### config.mk
export PLATFORM = sky130hd
export DESIGN_NAME = mmu_bus_arbiter
export DESIGN_NICKNAME = d
export VERILOG_FILES = /design/src/rtl/mmu_bus_arbiter.sv
export SDC_FILE = /design/constraint.sdc
export NUM_CORES = 1
export LEC_CHECK = 0
export ABC_AREA = 0
export CAP_MARGIN = 10
export CORE_AREA = 3 3 120 122
export DETAILED_ROUTE_END_ITERATION = 10
export DIE_AREA = 0 0 123 125
export SLEW_MARGIN = 20
export SYNTH_ARGS = -nofsm -noshare
export SYNTH_HDL_FRONTEND = slang
export SYNTH_SLANG_ARGS = --single-unit
### constraint.sdc
create_clock -name clk -period 2.3 [get_ports clk]
set_input_delay 0.46 -clock clk [delete_from_list [all_inputs] [get_ports clk]]
set_output_delay 0.46 -clock clk [all_outputs]
set_load 0.01 [all_outputs]
### src/rtl/mmu_bus_arbiter.sv
// Two-master bus arbiter for the data and fetch MMUs: round-robin ownership,
// combinational request muxing to a single downstream slave, and a watchdog
// that aborts transfers the slave never completes.
module mmu_bus_arbiter #(
    parameter int unsigned WATCHDOG = 256
) (
    input  logic        clk,
    input  logic        rst,

    input  logic        m0_req,
    output logic        m0_gnt,
    output logic        m0_hrd,
    input  logic [31:0] m0_a,
    input  logic [31:0] m0_d,
    input  logic        m0_we,
    input  logic        m0_rd,
    output logic [31:0] m0_spo,
    output logic        m0_ready,

    input  logic        m1_req,
    output logic        m1_gnt,
    output logic        m1_hrd,
    input  logic [31:0] m1_a,
    input  logic [31:0] m1_d,
    input  logic        m1_we,
    input  logic        m1_rd,
    output logic [31:0] m1_spo,
    output logic        m1_ready,

    output logic        s_req,
    output logic [31:0] s_a,
    output logic [31:0] s_d,
    output logic        s_we,
    output logic        s_rd,
    input  logic        s_gnt,
    input  logic        s_hrd,
    input  logic        s_ready,
    input  logic [31:0] s_spo,

    output logic        bus_err,
    output logic        err_master
);

    localparam int unsigned WD_W = $clog2(WATCHDOG) + 1;

    typedef enum logic {
        IDLE = 1'b0,
        OWN  = 1'b1
    } state_t;

    state_t          state;
    logic            owner;
    logic            last;
    logic [WD_W-1:0] wd;

    logic        own_req;
    logic        own_we;
    logic        own_rd;
    logic [31:0] own_a;
    logic [31:0] own_d;
    logic        in_flight;
    logic        wd_expire;

    // Select the current owner's request signals
    always_comb begin
        own_req = owner ? m1_req : m0_req;
        own_we  = owner ? m1_we  : m0_we;
        own_rd  = owner ? m1_rd  : m0_rd;
        own_a   = owner ? m1_a   : m0_a;
        own_d   = owner ? m1_d   : m0_d;
        // A slave ready in the expiry cycle is a normal completion, not an abort
        in_flight = (state == OWN) && (own_rd || own_we) && !s_ready;
        wd_expire = in_flight && (wd == WD_W'(WATCHDOG - 1));
    end

    // Ownership FSM, round-robin tie memory, watchdog and abort record
    always_ff @(posedge clk) begin
        if (rst) begin
            state      <= IDLE;
            owner      <= 1'b0;
            last       <= 1'b1;
            wd         <= '0;
            err_master <= 1'b0;
        end else begin
            case (state)
                IDLE: begin
                    wd <= '0;
                    if (!s_hrd) begin
                        if (m0_req && m1_req) begin
                            owner <= ~last;
                            state <= OWN;
                        end else if (m0_req) begin
                            owner <= 1'b0;
                            state <= OWN;
                        end else if (m1_req) begin
                            owner <= 1'b1;
                            state <= OWN;
                        end
                    end
                end
                OWN: begin
                    if (wd_expire) begin
                        err_master <= owner;
                        last       <= owner;
                        wd         <= '0;
                        state      <= IDLE;
                    end else begin
                        wd <= in_flight ? wd + WD_W'(1) : '0;
                        // Release only once the owner has dropped its request and both strobes
                        if (!own_req && !own_rd && !own_we) begin
                            last  <= owner;
                            state <= IDLE;
                        end
                    end
                end
                default: state <= IDLE;
            endcase
        end
    end

    // Downstream mux and per-master response steering
    always_comb begin
        s_req    = 1'b0;
        s_a      = '0;
        s_d      = '0;
        s_we     = 1'b0;
        s_rd     = 1'b0;
        m0_gnt   = 1'b0;
        m1_gnt   = 1'b0;
        m0_hrd   = s_hrd;
        m1_hrd   = s_hrd;
        m0_ready = 1'b0;
        m1_ready = 1'b0;
        m0_spo   = '0;
        m1_spo   = '0;
        bus_err  = 1'b0;
        if (state == OWN) begin
            s_req   = own_req;
            s_a     = own_a;
            s_d     = own_d;
            s_we    = wd_expire ? 1'b0 : own_we;
            s_rd    = wd_expire ? 1'b0 : own_rd;
            bus_err = wd_expire;
            if (owner) begin
                m1_gnt   = s_gnt;
                m1_ready = wd_expire ? 1'b1 : s_ready;
                m1_spo   = wd_expire ? '0 : s_spo;
                m0_hrd   = 1'b1;
            end else begin
                m0_gnt   = s_gnt;
                m0_ready = wd_expire ? 1'b1 : s_ready;
                m0_spo   = wd_expire ? '0 : s_spo;
                m1_hrd   = 1'b1;
            end
        end
    end

endmodule

; Yosys cells after proc, flatten, opt, wreduce, memory -nomap -nowiden
; Index checks and enable logic that the tools add are counted.
[word_totals]
ff_bits = 13
word_cells = 72
[classes]
add_sub_neg = 1
eq_ne = 1
mux = 46
bitwise_logic = 3
n_reduce_logical = 16
[ops]
columns = op, count
row1 = 32-bit 2-to-1 mux, 9
row2 = 1-bit 2-to-1 mux, 33
row3 = 9-bit 2-to-1 mux, 2
row4 = 9-bit case mux with 2 select lines, 1
row5 = "9-bit by 1-bit adder with 9-bit output, second input constant", 1
row6 = "9-bit by 8-bit == test with 1-bit output, second input constant", 1
row7 = 1-bit logical AND, 6
row8 = 1-bit logical NOT, 4
row9 = 2-bit AND reduction, 2
row10 = 1-bit inverter, 3
row11 = 3-bit AND reduction, 1
row12 = 3-bit nonzero test, 1
row13 = 1-bit case mux with 2 select lines, 1
row14 = 2-bit nonzero test, 1
row15 = 1-bit logical OR, 1

; Depth between registers and ports, before layout
; Gate-level depths: netlist of the first run.
[depth]
ltp_word = 8
depth_mapped = 10
mapped_depth_nobuf = 9

; Least setup slack after synthesis of the first run
; Ideal clock, no wire load.
[synth_timing]
kind = register -> output
startpoint = register wd[0]
endpoint = output m0_spo[10]
t_arrival_ns = 1.962
t_required_ns = 1.840
path_slack_ns = -0.122
path_stages_with_launch = 11
path_buffers = 1
path_cell_list = dfxtp_1 ha_1 nand3_1 nor2_1 and3_1 ha_1 nand2b_1 a211oi_4 nor2_4 buf_6 and2_1
[synth_between]
elab_chain_cells = 5
[synth_rtl]
columns = element, line
row1 = "start, declared", 54  ; logic [WD_W-1:0] wd;
row2 = "start signal, assigned", 108  ; wd <= in_flight ? wd + WD_W'(1) : '0;
row3 = 9-bit by 8-bit == test with 1-bit output, 73  ; wd_expire = in_flight && (wd == WD_W'(WATCHDOG - 1));
row4 = 1-bit logical AND, 73
row5 = 32-bit 2-to-1 mux, 152  ; m0_spo = wd_expire ? '0 : s_spo;
row6 = 32-bit 2-to-1 mux, 144  ; if (owner) begin
row7 = 32-bit 2-to-1 mux, 137  ; if (state == OWN) begin
row8 = "end, declared", 17  ; output logic [31:0] m0_spo,
; No other way between the ends.

; Worst setup path after layout of the first run
[layout_timing]
startpoint = register wd[1]
endpoint = output m1_spo[27]
[layout_between]
elab_chain_cells = 5
[layout_rtl]
columns = element, line
row1 = 9-bit by 8-bit == test with 1-bit output, 73
row2 = 1-bit logical AND, 73
row3 = 32-bit 2-to-1 mux, 147  ; m1_spo = wd_expire ? '0 : s_spo;
row4 = 32-bit 2-to-1 mux, 144
row5 = 32-bit 2-to-1 mux, 137
row6 = "end, declared", 27  ; output logic [31:0] m1_spo,
; No other way between the ends.

==> summary.txt, run 1 <==
Status: complete, but fails checks
Failing checks: setup timing
Core Footprint: 0.01330 mm2
DRC: 0
Max-cap violations: 0
Total global routing overflow: 0
Crit path max fanout: 13
DP Worst Slack: -0.5847 ns
Worst Setup Slack, final: -0.3733 ns
Final HPWL DP: 10.99 mm
Max Clk Rate: 374.1 MHz
Crit. End Element: output pin
Worst r2r src: wd[1]$_SDFF_PP0_
Clk buf depth: 2
Routed len/inst: 17.38 um
Root buf cell: clkbuf_16
Worst skew pair latency: 0.24 ns
Reg-to-reg endpoint: wd[4]$_SDFF_PP0_
Worst reg2reg setup slack: -0.10 ns
WHS Path Cells: 2
Critical path's slowest cell: dfxtp_2
Die footprint: 0.01538 mm2
CP Data Required Time: 1.84 ns
First-pass GRT wire length: 20.00 mm
IO Count: 310
Hold buffers post-CTS: 0
Fraction of layout cells with a size suffix above 1: 28.59%
FILL cells: 1304
Row count: 42
Reg clk slew, reported paths: 0.05 ns
FF+latch count, synth: 13
Avg Inst Size Synth: 7.244 um2
Crit path kind: reg -> out
Slew HR: 74.47%
Min Tclk post-route: 2.673 ns
Post-synth EDFFs: 0
Vias per Instance: 4.120
Post-synthesis sequential area ratio: 11.97%
Area Growth Syn to Fin: 183.0%
Commonest non-fill, non-tap cell in the layout: clkdlybuf4s50_1
Number of H-tree levels: 1
Initial antenna violation count: 0
Top Layer Used: met4
Reg2reg path depth: 18
Largest net degree at the start of global routing: 37
Worst VDD drop: 0.0001753 V
Setup violators final: 71
HP Start: err_master$_SDFFE_PP0P_
Final TNS setup: -19.67 ns
Met2 WL: 7.443 mm
CTS sink cnt: 13
Vias: 3420
Hold Path End: err_master$_SDFFE_PP0P_
Leak: 2.644 nW
Port buffer count: 309
Period utilisation layout: 116.2%
Worst path cell trace: ha_4 > nand3_4 > nor2_4 > and3_4 > ha_4 > nand2b_4 > a211oi_4 > buf_12 > nor2_4 > buf_4 > and2_1 > buf_2
Pre-antenna DRT Iters: 4
Warning count from the yosys run: 0
Crit start category: flip-flop
Fin nets: 828
Net Count, Synth: 473
RD Place Congestion: 0.8983
Async set-or-reset flop fraction in the synthesized netlist: 0%
RSZ-0062 raised after global routing: true
Sequential Area: 267.8 um2
Multi-input gate area: 0.001917 mm2
CP arrival: 2.21 ns
Post-Route WL: 14.43 mm
Most frequent cells in the layout: clkdlybuf4s50_1 (230), nor2_1 (86), mux2i_1 (69), buf_6 (42), buf_4 (36)
Initial core utilization: 16.35%
Pins Over Slew Limit: 0
Met3 WL: 1.242 mm
Hold Fails Final Rpt: 0
Worst path max stage delay: 0.35 ns
Dominant synthesized flop cell: dfxtp_1
Cell Area, Synth: 0.002173 mm2
Total CTS buffers: 3
Routed Antenna Nets: 0
Worst Max-Slew Pin Slew: 0.3821 ns
CTS tree: yes
Total Power: 1.502 mW
Overall Global Routing Usage: 16.54%
Worst clock skew: 0.006724 ns
Synthesized netlist cell count: 300
Die Ht: 125 um
Antenna fix cells: 0
M1 wire length: 5.471 mm
Die X: 123 um
Hold/Removal Path Class: reg -> reg
Count of different cell masters after synthesis: 30
Number of DRC markers in iteration 0: 86
Vias in the first global route: 3462
Power density cells: 244.2 mW/mm2
layer usage:
metal / vias to the layer above / track usage, %
met1: 1544 / 18.84
met5: - / 0
li1: 1693 / -
met4: 0 / 3.127
met2: 165 / 30.88
met3: 18 / 4.201
worst max-delay path, delay by kind of cell (launching register included):
family / cells / cell delay, ns
compound gates: 1 / 0.20
buf+inv: 3 / 0.45
simple gates: 6 / 0.67
flops: 1 / 0.35
fa+ha+maj: 2 / 0.29
state kept, by name, summed over array words and instances, names as in the netlist:
signal      cells
wd              9
last            1
state           1
owner           1
err_master      1
where the power goes:
group          internal (mW)  switching [mW]  total [mW]
Combinational          0.595           0.343       0.938
Sequential             0.229         0.00609       0.235
Clock                  0.231          0.0973       0.329
Total                   1.06           0.446        1.50
layout make-up:
type	count	share of cell area [%]
timing repair buffer	370	59.32
multi-input combinational	263	31.16
sequential	13	4.353
tap	176	3.580
clock buffer	3	1.221
inverter	4	0.2848
clock inverter	1	0.08137
synthesized netlist by cell type, types with 2 or more instances:
cell	instances	area, um2
nor2_1	90	337.8
mux2i_1	69	690.7
and2_1	65	406.6
dfxtp_1	13	260.3
buf_6	7	78.83
buf_4	6	45.04
buf_1	5	18.77
nand2_1	5	18.77
nand2b_1	5	31.28
inv_1	4	15.01
xor2_1	4	35.03
buf_2	3	15.01
nand3_1	3	15.01
and3_1	2	12.51
ha_1	2	25.02
nor2_4	2	22.52
xnor2_1	2	17.52
per-stage QoR:
| step | hold WS (ns) | instances | utilization [%] | area [um2] |
|---|---|---|---|---|
| 5_1_grt | 0.5496 | 830 | 46.26 | 6151 |
| 2_1_floorplan | 0.4362 | 300 | - | 2221 |
| 3_5_place_dp | 0.4877 | 793 | 42.70 | 5677 |
| 4_1_cts | 0.5126 | 819 | 43.65 | 5803 |
| 3_3_place_gp | 0.4858 | 793 | 42.70 | 5677 |
| 6_report | 0.5012 | 830 | 46.26 | 6151 |
cells by family (layout without fill, tap and decap cells):
family | after synthesis | after routing | share of synthesized area [%]
fa+ha+maj | 2 | 2 | 1.151
flops | 13 | 13 | 11.97
mux | 69 | 69 | 31.78
compound gates | 8 | 8 | 4.145
simple gates | 176 | 178 | 40.41
xor+xnor | 6 | 6 | 2.418
buf+inv | 26 | 378 | 8.117
what timing repair did:
action,CTS,global route
resized for setup,268,94
endpoints found under the hold margin,0,0
cloned,3,3
setup buffers,22,11
endpoints found under the setup margin,116,121
pin swaps,11,24
how the worst max path moves through the flow:
stage | depth (start not counted) | end | start | slack (ns)
2_1_floorplan | 10 | m0_spo[10] | wd[0]$_SDFF_PP0_ | -0.003
3_3_place_gp | 8 | m0_spo[7] | m1_rd | -0.53
3_5_place_dp | 8 | m0_spo[7] | m1_rd | -0.58
4_1_cts | 11 | m1_spo[14] | wd[0]$_SDFF_PP0_ | -0.45
5_1_grt | 12 | m1_spo[27] | wd[1]$_SDFF_PP0_ | -0.47
6_report | 12 | m1_spo[27] | wd[1]$_SDFF_PP0_ | -0.37
Note: power is estimated with default switching activity, not from simulation.
==> inputs of run 2 (changes only) <==
--- a/config.mk
+++ b/config.mk
@@ -14,3 +14,4 @@
 export SYNTH_ARGS = -nofsm -noshare
 export SYNTH_HDL_FRONTEND = slang
 export SYNTH_SLANG_ARGS = --single-unit
+export TNS_END_PERCENT = 20
==> run 2 against run 1 <==
Effect of this change:
- the run still ends with setup timing left
- wire length fell by 11%
- clock power barely moved
- critical endpoint is now m1_spo[8]
- highest routed layer unchanged
- critical path type unchanged
- maximum frequency rose by 0.26%
- power fell by 2.7%
- die area did not move
- clock-buffer cell count rose by 1
- global-route usage fell by 1.4 points
- clock skew fell by 0.0050 ns
- via count fell by 2.9%
==> summary.txt, run 2 (synthesis gave the netlist of run 1 again) <==
Row count: 42 (unchanged)
Largest net degree at the start of global routing: 63 (+70%)
Port buffer count: 309 (unchanged)
Dpl cell area: 0.005632 mm2 (-0.79%)
CTS sink cnt: 13 (unchanged)
Final TNS setup: -21.60 ns (-1.932 ns)
RSZ-0062 raised after global routing: true
CP Data Required Time: 1.84 ns (about the same)
Layout Cell Area excl Fill: 0.005907 mm2 (-4.0%)
Routed len/inst: 15.80 um (-9.1%)
Antenna fix cells: 0 (unchanged)
FILL cells: 1296 (-0.61%)
CP Depth: 12 (unchanged)
First-pass GRT wire length: 18.58 mm (-7.1%)
CP Buf/Inv Count: 3 (unchanged)
Worst VDD drop: 0.0002132 V (+22%)
Fraction of layout cells with a size suffix above 1: 26.21% (-2.4 points)
Slew HR: 75.73% (+1.3 points)
CP arrival: 2.21 ns (about the same)
IO Count: 310 (unchanged)
Initial antenna violation count: 0 (unchanged)
Total CTS buffers: 3 (unchanged)
Hold Path End: last$_SDFFE_PP1P_
WHS Path Cells: 2 (unchanged)
Min Tclk post-route: 2.666 ns (-0.007068 ns)
Commonest non-fill, non-tap cell in the layout: clkdlybuf4s50_1
Max-cap violations: 0 (unchanged)
Initial core utilization: 16.35% (unchanged)
Number of H-tree levels: 1 (unchanged)
Worst clock skew: 0.001738 ns (-0.004986 ns)
Crit path kind: reg -> out
Post-Route WL: 12.91 mm (-11%)
Power density cells: 247.5 mW/mm2 (+1.4%)
Total Power: 1.462 mW (-2.7%)
Core Footprint: 0.01330 mm2 (unchanged)
Vias: 3321 (-2.9%)
Area Growth Syn to Fin: 171.8%
Number of DRC markers in iteration 0: 63 (-27%)
Worst path max stage delay: 0.35 ns (about the same)
Max Clk Rate: 375.1 MHz (+0.26%)
Root buf cell: clkbuf_16
Worst r2r src: wd[1]$_SDFF_PP0_
Biggest register: wd
Pins Over Slew Limit: 0 (unchanged)
CTS tree: yes
Worst skew pair latency: 0.24 ns (about the same)
Overall Global Routing Usage: 15.19% (-1.4 points)
Failing checks: setup timing
Final HPWL DP: 10.33 mm (-6.0%)
Setup violators final: 69 (-2.8%)
Crit path max fanout: 15 (+2)
Hold/Removal Path Class: reg -> reg
Reg2reg path depth: 12 (-6)
Crit start category: flip-flop
Crit. End Element: output pin
Total global routing overflow: 0 (unchanged)
Final Util: 44.43% (-1.8 points)
RD Place Congestion: 0.8377 (-6.7%)
Die Ht: 125 um (unchanged)
Period utilisation layout: 115.9% (-0.31 points)
Most frequent cells in the layout: clkdlybuf4s50_1 (240), nor2_1 (89), mux2i_1 (68), buf_2 (41), and2_1 (38)
Vias in the first global route: 3536 (+2.1%)
Worst Max-Slew Pin Slew: 0.3631 ns (-0.01905 ns)
Max reg flops: 9 (unchanged)
Hold Fails Final Rpt: 0 (unchanged)
Die X: 123 um (unchanged)
Leak: 2.390 nW (-9.6%)
Worst path cell trace: ha_4 > nand3_4 > nor2_4 > and3_4 > ha_4 > nand2b_4 > a211oi_4 > buf_12 > nor2_4 > clkbuf_16 > and2_1 > buf_2
Vias per Instance: 4.065 (-1.3%)
DRC: 0 (unchanged)
Die footprint: 0.01538 mm2 (unchanged)
Worst Setup Slack, final: -0.3662 ns (+0.007068 ns)
Fin nets: 815 (-1.6%)
Status: complete, but fails checks
Clk buf depth: 2 (unchanged)
Pre-antenna DRT Iters: 4 (unchanged)
HP Start: last$_SDFFE_PP1P_
Hold buffers post-CTS: 0 (unchanged)
Worst reg2reg setup slack: 0.18 ns (+0.28 ns)
Routed Antenna Nets: 0 (unchanged)
Reg clk slew, reported paths: 0.04 ns (about the same)
Worst path top cell family by delay: simple AND/OR/NAND/NOR gates
DP Worst Slack: -0.7020 ns (-0.1173 ns)
Critical path's slowest cell: dfxtp_2
Reg-to-reg endpoint: err_master$_SDFFE_PP0P_
[run 2: cell types whose count changed in the layout (fill, tap and decap cells not counted), sizes merged]
cell	before	now
clkinv	1	0
clkdlybuf4s15	7	0
clkbuf	9	7
clkdlybuf4s50	230	240
nor2	94	95
buf	117	113
dlymetal6s2s	10	0
[run 2: worst max-delay path by stage]
stage | endpoint | slack (ns) | start
after floorplan | m0_spo[10] | -0.003 | wd[0]$_SDFF_PP0_
after global placement | m0_spo[11] | -0.61 | m1_rd
after detailed placement | m0_spo[30] | -0.70 | m1_rd
after CTS | m1_spo[7] | -0.51 | wd[0]$_SDFF_PP0_
after global routing | m1_spo[8] | -0.45 | wd[1]$_SDFF_PP0_
final | m1_spo[8] | -0.37 | wd[1]$_SDFF_PP0_
[run 2: tightest hold or removal path: stages (launching register included)]
cell     delay (ns)
dfxtp_1        0.30
nor2_1         0.10
mux2i_1        0.07
[run 2: final cells by class]
cell class	count	area, um2	share of cell area (%)
Timing Repair Buffer	356	3411	57.74
Tap cell	176	220.2	3.728
Multi-Input combinational cell	264	1914	32.41
Inverter	4	15.01	0.2542
Clock buffer	4	78.83	1.334
Sequential cell	13	267.8	4.533
[run 2: power breakdown]
group / leakage [nW] / switching [mW] / internal, mW
logic: 2.24 / 0.328 / 0.568
registers: 0.107 / 0.00741 / 0.230
clock network: 0.0382 / 0.0951 / 0.234
[run 2: timing repair]
action,in CTS,in global routing
endpoints found under the setup margin,130,127
buffers inserted,8,5
cloned,3,2
gates resized for setup,293,60
pin swaps,35,29
[run 2: stage by stage]
stage / hold slack, ns / cells
after global placement: 0.4983 / 795
after global routing: 0.5478 / 817
final: 0.5241 / 817
after CTS: 0.5300 / 810
after detailed placement: 0.5148 / 795
after floorplan: 0.4362 / 300
[run 2: routing by layer]
metal	GRT usage, %	up-vias	share of wire, %
li1	-	1668	-
met2	30.14	186	53
met4	3.713	0	1.7
met5	0	-	0
met1	15.11	1452	35
met3	4.381	15	11
